## config.mk

```make
export PLATFORM = sky130hd
export DESIGN_NAME = uart_tx_arbiter
export DESIGN_NICKNAME = d
export VERILOG_FILES = /design/src/rtl/uart_tx_arbiter.sv
export SDC_FILE = /design/constraint.sdc
export NUM_CORES = 1
export LEC_CHECK = 0
export CAP_MARGIN = 15
export CORE_AREA = 2 2 71 73
export CTS_CLUSTER_SIZE = 25
export DETAILED_ROUTE_END_ITERATION = 10
export DIE_AREA = 0 0 73 75
export PLACE_DENSITY = 0.91
export SLEW_MARGIN = 20
export SYNTH_ARGS = -nofsm -noshare
export SYNTH_HDL_FRONTEND = slang
export SYNTH_SLANG_ARGS = --single-unit
export TNS_END_PERCENT = 10
```

## constraint.sdc

```tcl
create_clock -name clk -period 5.7 [get_ports clk]
set_clock_uncertainty 0.05 [all_clocks]
set_input_delay 0.855 -clock clk [delete_from_list [all_inputs] [get_ports clk]]
set_output_delay 0.855 -clock clk [all_outputs]
set_load 0.005 [all_outputs]
```

## src/rtl/uart_tx_arbiter.sv

```systemverilog
// uart_tx_arbiter: two-requester round-robin arbiter in front of one UART
// transmitter. A granted byte is launched with a level tx_send, completion is
// taken from tx_sent, and a per-transfer watchdog aborts a stalled transfer.
module uart_tx_arbiter #(
   parameter logic [31:0] TIMEOUT = 32'd100_000
) (
   input  logic       clk,
   input  logic       rst,
   input  logic       req0,
   input  logic [7:0] data0,
   output logic       ack0,
   input  logic       req1,
   input  logic [7:0] data1,
   output logic       ack1,
   output logic       tx_send,
   output logic [7:0] tx_data,
   input  logic       tx_sent,
   input  logic       err_clr,
   output logic       busy,
   output logic       owner,
   output logic       timeout_err
);

   typedef enum logic [1:0] {IDLE, LAUNCH, WAIT_DONE, FINISH} state_t;

   state_t      state, state_nx;
   logic [31:0] cnt, cnt_nx;
   logic        last_owner, last_owner_nx;
   logic        tx_send_nx, ack0_nx, ack1_nx, owner_nx, timeout_err_nx;
   logic [7:0]  tx_data_nx;
   logic        to_hit;

   // Watchdog fires on the edge where the count has reached TIMEOUT-1.
   assign to_hit = (cnt == (TIMEOUT - 32'd1));

   // State register and registered outputs; reset abandons any transfer at once.
   always_ff @(posedge clk or posedge rst) begin
      if (rst) begin
         state       <= IDLE;
         cnt         <= 32'd0;
         last_owner  <= 1'b1;
         tx_send     <= 1'b0;
         tx_data     <= 8'h00;
         ack0        <= 1'b0;
         ack1        <= 1'b0;
         owner       <= 1'b0;
         busy        <= 1'b0;
         timeout_err <= 1'b0;
      end else begin
         state       <= state_nx;
         cnt         <= cnt_nx;
         last_owner  <= last_owner_nx;
         tx_send     <= tx_send_nx;
         tx_data     <= tx_data_nx;
         ack0        <= ack0_nx;
         ack1        <= ack1_nx;
         owner       <= owner_nx;
         busy        <= (state_nx != IDLE);
         timeout_err <= timeout_err_nx;
      end
   end

   // Next-state and next-output decode; an abort still ends in FINISH so the
   // owner always gets its ack, and a timeout outranks err_clr on the same edge.
   always_comb begin
      state_nx       = state;
      cnt_nx         = cnt;
      last_owner_nx  = last_owner;
      tx_send_nx     = tx_send;
      tx_data_nx     = tx_data;
      ack0_nx        = 1'b0;
      ack1_nx        = 1'b0;
      owner_nx       = owner;
      timeout_err_nx = err_clr ? 1'b0 : timeout_err;
      case (state)
         IDLE: begin
            if (req0 || req1) begin
               owner_nx   = (req0 && req1) ? ~last_owner : req1;
               tx_data_nx = owner_nx ? data1 : data0;
               tx_send_nx = 1'b1;
               cnt_nx     = 32'd0;
               state_nx   = LAUNCH;
            end
         end
         LAUNCH: begin
            if (to_hit) begin
               tx_send_nx     = 1'b0;
               timeout_err_nx = 1'b1;
               ack0_nx        = ~owner;
               ack1_nx        = owner;
               state_nx       = FINISH;
            end else begin
               cnt_nx = cnt + 32'd1;
               // Any sampled 0 counts as acceptance, even if the
               // transmitter was already busy when the grant happened.
               if (!tx_sent) begin
                  tx_send_nx = 1'b0;
                  state_nx   = WAIT_DONE;
               end
            end
         end
         WAIT_DONE: begin
            if (tx_sent) begin
               ack0_nx  = ~owner;
               ack1_nx  = owner;
               state_nx = FINISH;
            end else if (to_hit) begin
               timeout_err_nx = 1'b1;
               ack0_nx        = ~owner;
               ack1_nx        = owner;
               state_nx       = FINISH;
            end else begin
               cnt_nx = cnt + 32'd1;
            end
         end
         FINISH: begin
            last_owner_nx = owner;
            state_nx      = IDLE;
         end
         default: state_nx = IDLE;
      endcase
   end

endmodule

```

-- Word-level counts from Yosys, hierarchy flattened
Cells that the tools add are included.
- register bits after elaboration: 49
- output and inout bits: 14
- input port bits: 22
- multiplexer cells: 26
- add/subtract/negate cells: 1
- reductions and logical operators: 9
- equal/unequal tests: 7
- bitwise logic cells: 2
- operators with widths (cell ; count):
    $mux 32 ; 3
    $pmux 32 s3 ; 1
    $add 32x1->32 const B ; 1
    $eq 32x17->1 const B ; 1
    $mux 1 ; 11
    $mux 2 ; 5
    $mux 8 ; 1
    $pmux 1 s2 ; 4
    $pmux 2 s4 ; 1
    $reduce_and 3->1 ; 2
    $eq 2x2->1 const B ; 2
    $ne 2x2->1 const B ; 2
    $reduce_bool 2->1 ; 2
    $ne 3x3->1 const B ; 1
    $reduce_bool 3->1 ; 1
    $eq 2x1->1 const B ; 1
    $logic_not 2->1 ; 1
    $not 1->1 ; 2
    $reduce_and 2->1 ; 1
    $logic_and 1x1->1 ; 1
    $logic_or 1x1->1 ; 1

-- Depth between registers and ports, before layout
- depth after elaboration: 5
- gate-level depth with buffers: 10
- mapped depth without buffers: 7

-- Worst setup path before layout
Ideal clock, no wire load.
- path kind: input -> register
- from: input tx_sent
- to: register cnt[23]
- stages on the path: 6
- arrival time: 2.366 ns
- path slack: 3.153 ns
- buffers on the path: 1
- cells stage by stage: and2_1 or4_4 buf_6 or4_1 xor2_1 nor2_2
- word-level cells in the longest chain between the ends: 2
- ends and longest elaborated chain (element ; line ; RTL):
    start, declared ; 17 ; input logic tx_sent,
    $ne 2x2->1 (no line) ; - ;
    $reduce_and 3->1 (no line) ; - ;
    end signal, assigned ; 51 ; cnt <= cnt_nx;
    end, declared ; 27 ; logic [31:0] cnt, cnt_nx;
No other way between the ends.
A chain may end at the register's enable or synchronous reset.

-- Worst setup path in the final report
- from: input tx_sent
- to: register cnt[11]
Same word-level chain as after synthesis.

==> impl_metrics.py <==
metrics = {
    "clocking": {
        "cts_hold_buf": 0,
        "clock_latency_ps": 300,
        "cts_tree": "built",
        "clk_pin_slew_ps": 80,
        "cts_made_buffers": 5,
        "clock-sinks": 49,
        "cts_setup_buffers": 0,
        "root_buffer": "clkbuf_8",
        "clock_path_buffers": 2,
        "cts_resized": 0,
        "htreeDepth": 2,
    },
    "global_route": {
        "grt_start_max_net_pins": 50,
        "grt_pass1_vias": 2012,
        "track_usage_pct": 22.62,
        "antenna_found_initial": 0,
        "grt_overflow_total": 0,
        "grt_pass1_wl_um": 9473,
    },
    "finish": {
        "seq_area_mm2": 0.001227,
        "antenna_cells": 0,
        "drive_above_1_share_pct": 5.901,
        "area_growth_pct": 17.60,
        "final_util_pct": 68.70,
        "layout_commonest_cell": "dfrtp_1",
        "final_area_mm2": 0.003202,
        "multi_input_area_mm2": 0.001394,
        "n_fill_cell": 359,
        "fin_cells": 376,
        "layout_common_cells": "dfrtp_1, clkdlybuf4s50_1, nand2_1",
        "nNetsFinal": 349,
    },
    "sta": {
        "finalCritPeriodShare_pct": 54.42,
        "worst_slew_pin_slew_ps": 989.0,
        "tns_ps": 0,
        "maxSlewHeadroom_pct": 33.62,
        "drv_slew": 0,
        "rsz0062_at_grt": "no",
        "fmax_mhz": 322.4,
        "period_minus_slack_ps": 3102,
        "timing.final.ws_setup_ps": 2598,
        "report.final.hold_viol_count": 0,
        "hold_ws_ps": 433.5,
        "final-setup-viol-count": 0,
    },
    "floorplan": {
        "die-area_mm2": 0.005475,
        "ios": 36,
        "rows": 25,
        "floorplan.initialDensity_pct": 58.42,
        "dieHeight_um": 75,
        "core_mm2": 0.004661,
        "die_w_um": 73,
    },
    "critical_path": {
        "worst_setup_path_end_kind": "register",
        "arrival_ps": 3240,
        "r2r_cells": 8,
        "crit_type": "in -> reg",
        "start_kind": "input pin",
        "cp_max_fo": 14,
        "reg2reg_from": "state[0]$_DFF_PP0_",
        "crit_required_ps": 5840,
        "rrSetupSlack_ps": 2790,
        "reg2reg_to": "cnt[11]$_DFFE_PP0P_",
    },
    "drt": {
        "drtAntennaViolNets": 0,
        "wl_per_cell_um": 15.70,
        "routed-via-count": 2263,
        "drt_pass1_iterations": 4,
        "wirelength_um": 5903,
        "drc": 0,
        "viasPerCell": 6.019,
        "drtIter0Drc": 130,
    },
    "worst_hold_path": {
        "whs_path_depth": 2,
        "hold_end": "tx_data[4]$_DFFE_PP0P_",
        "worstHoldStart": "tx_data[4]$_DFFE_PP0P_",
        "min_path_type": "reg -> reg",
    },
    "power_and_ir_drop": {
        "pwr-share-clk_pct": 21.2,
        "seqPwrFrac_pct": 38.2,
        "leakagePower_nw": 1.332,
        "power_frac_comb_pct": 40.6,
        "ir_drop_uv": 390.3,
        "power_density_mw_per_mm2": 373.5,
        "p_sw_uw": 428.4,
        "p_int_uw": 767.5,
        "swShare_pct": 35.82,
        "power_mw": 1.196,
    },
    "yosys": {
        "synth-edff-count": 0,
        "ys_types": 49,
        "seq_area_frac_synth_pct": 45.08,
        "syn_nets": 318,
        "ys_ff_latch": 49,
        "async_flop_share_pct": 100.0,
        "synth_flop_cell": "dfrtp_1",
        "ys_warn_count": 0,
        "ys_top_cells_by_area": "dfrtp_1, nand2_1, xnor2_1",
        "synth_top_area_share_pct": 44.12,
        "yosys.area.top_type": "dfrtp_1",
        "syn_avg_cell_area_um2": 9.388,
        "syn_area_mm2": 0.002723,
        "synthCells": 290,
    },
    "placed_design": {
        "placed_area_mm2": 0.003084,
        "pre_cts_ws_ps": 2310,
        "gp_congestion": 0.8349,
        "port_buffers": 35,
        "dp_hpwl_um": 4172,
        "place_inst": 368,
    },
    "run_status": {
        "status": "finished clean",
    },
    "run": {
        "maxCapViolCount": 0,
    },
}
## cell type report
class | instances | area share (%)
Clock buffer | 7 | 2.696
Clock inverter | 1 | 0.9379
Inverter | 8 | 0.9769
Multi-Input combinational cell | 220 | 43.53
Sequential cell | 49 | 38.34
Tap cell | 54 | 2.110
Timing Repair Buffer | 37 | 11.41
## how the worst max path moves through the flow
stage | cells after the start | endpoint | from
floorplan | 6 | cnt[23]$_DFFE_PP0P_ | tx_sent
global placement | 7 | cnt[11]$_DFFE_PP0P_ | req1
detailed placement | 7 | cnt[11]$_DFFE_PP0P_ | req0
CTS | 7 | cnt[11]$_DFFE_PP0P_ | req1
global route | 7 | cnt[11]$_DFFE_PP0P_ | req0
finish | 7 | cnt[11]$_DFFE_PP0P_ | tx_sent
## routing by layer
| layer | track usage (%) | up-vias | wire (um) |
|---|---|---|---|
| li1 | - | 1106 | - |
| met3 | 5.355 | 10 | 276 |
| met1 | 31.82 | 1087 | 2619 |
| met5 | 0 | - | 0 |
| met2 | 34.43 | 60 | 2906 |
| met4 | 8.230 | 0 | 101 |
## registers in the layout, summed over array words and instances (netlist names)
signal and flops:
ack0 1, ack1 1, busy 1, cnt 32
last_owner 1, owner 1, state 2, timeout_err 1
tx_data 8, tx_send 1
## critical path: stages
cell	delay, ps
clkdlybuf4s50_1	490
and2_1	250
or3_1	540
nor2_1	610
buf_4	310
or4_1	130
nand2_1	40
## kinds of logic (layout without fill, tap and decap cells)
family / count (synthesis) / count (layout) / share of synthesized area [%]
AND/OR/NAND/NOR: 141 / 141 / 27.99
adder cells (fa/ha/maj): 7 / 7 / 3.125
flip-flops: 49 / 49 / 45.08
AO/OA/AOI/OAI: 43 / 43 / 10.20
XOR/XNOR: 19 / 19 / 6.112
buffers and inverters: 21 / 53 / 3.723
multiplexers: 10 / 10 / 3.768
## power by group through the flow
stage | Sequential, mW | Clock [mW] | Combinational (mW)
after detailed placement | 0.464 | 0 | 0.482
final | 0.457 | 0.253 | 0.486
after floorplan | 0.460 | 0 | 0.311
after CTS | 0.457 | 0.259 | 0.485
after global routing | 0.466 | 0.275 | 0.533
after global placement | 0.461 | 0 | 0.464
## cells in the mapped netlist (2+ instances only)
cell,n
nor4_1,11
nand4_1,7
xor2_1,6
a21oi_1,6
or2_2,2
mux2_2,2
nor2_1,24
a21boi_0,2
and3_1,2
buf_6,3
and4_1,6
o21ai_0,16
inv_1,8
o311ai_0,2
mux2i_1,8
a22o_1,3
and2_1,6
nor3b_1,2
nor3_1,9
nand2_1,34
clkbuf_1,7
o211ai_1,3
or3_1,4
nor2_2,2
and4b_1,2
buf_1,3
a21o_1,3
dfrtp_1,48
o31ai_1,2
ha_1,6
or4_1,4
nand3_1,18
xnor2_1,13
No activity file was read; power rests on OpenSTA's default activity.
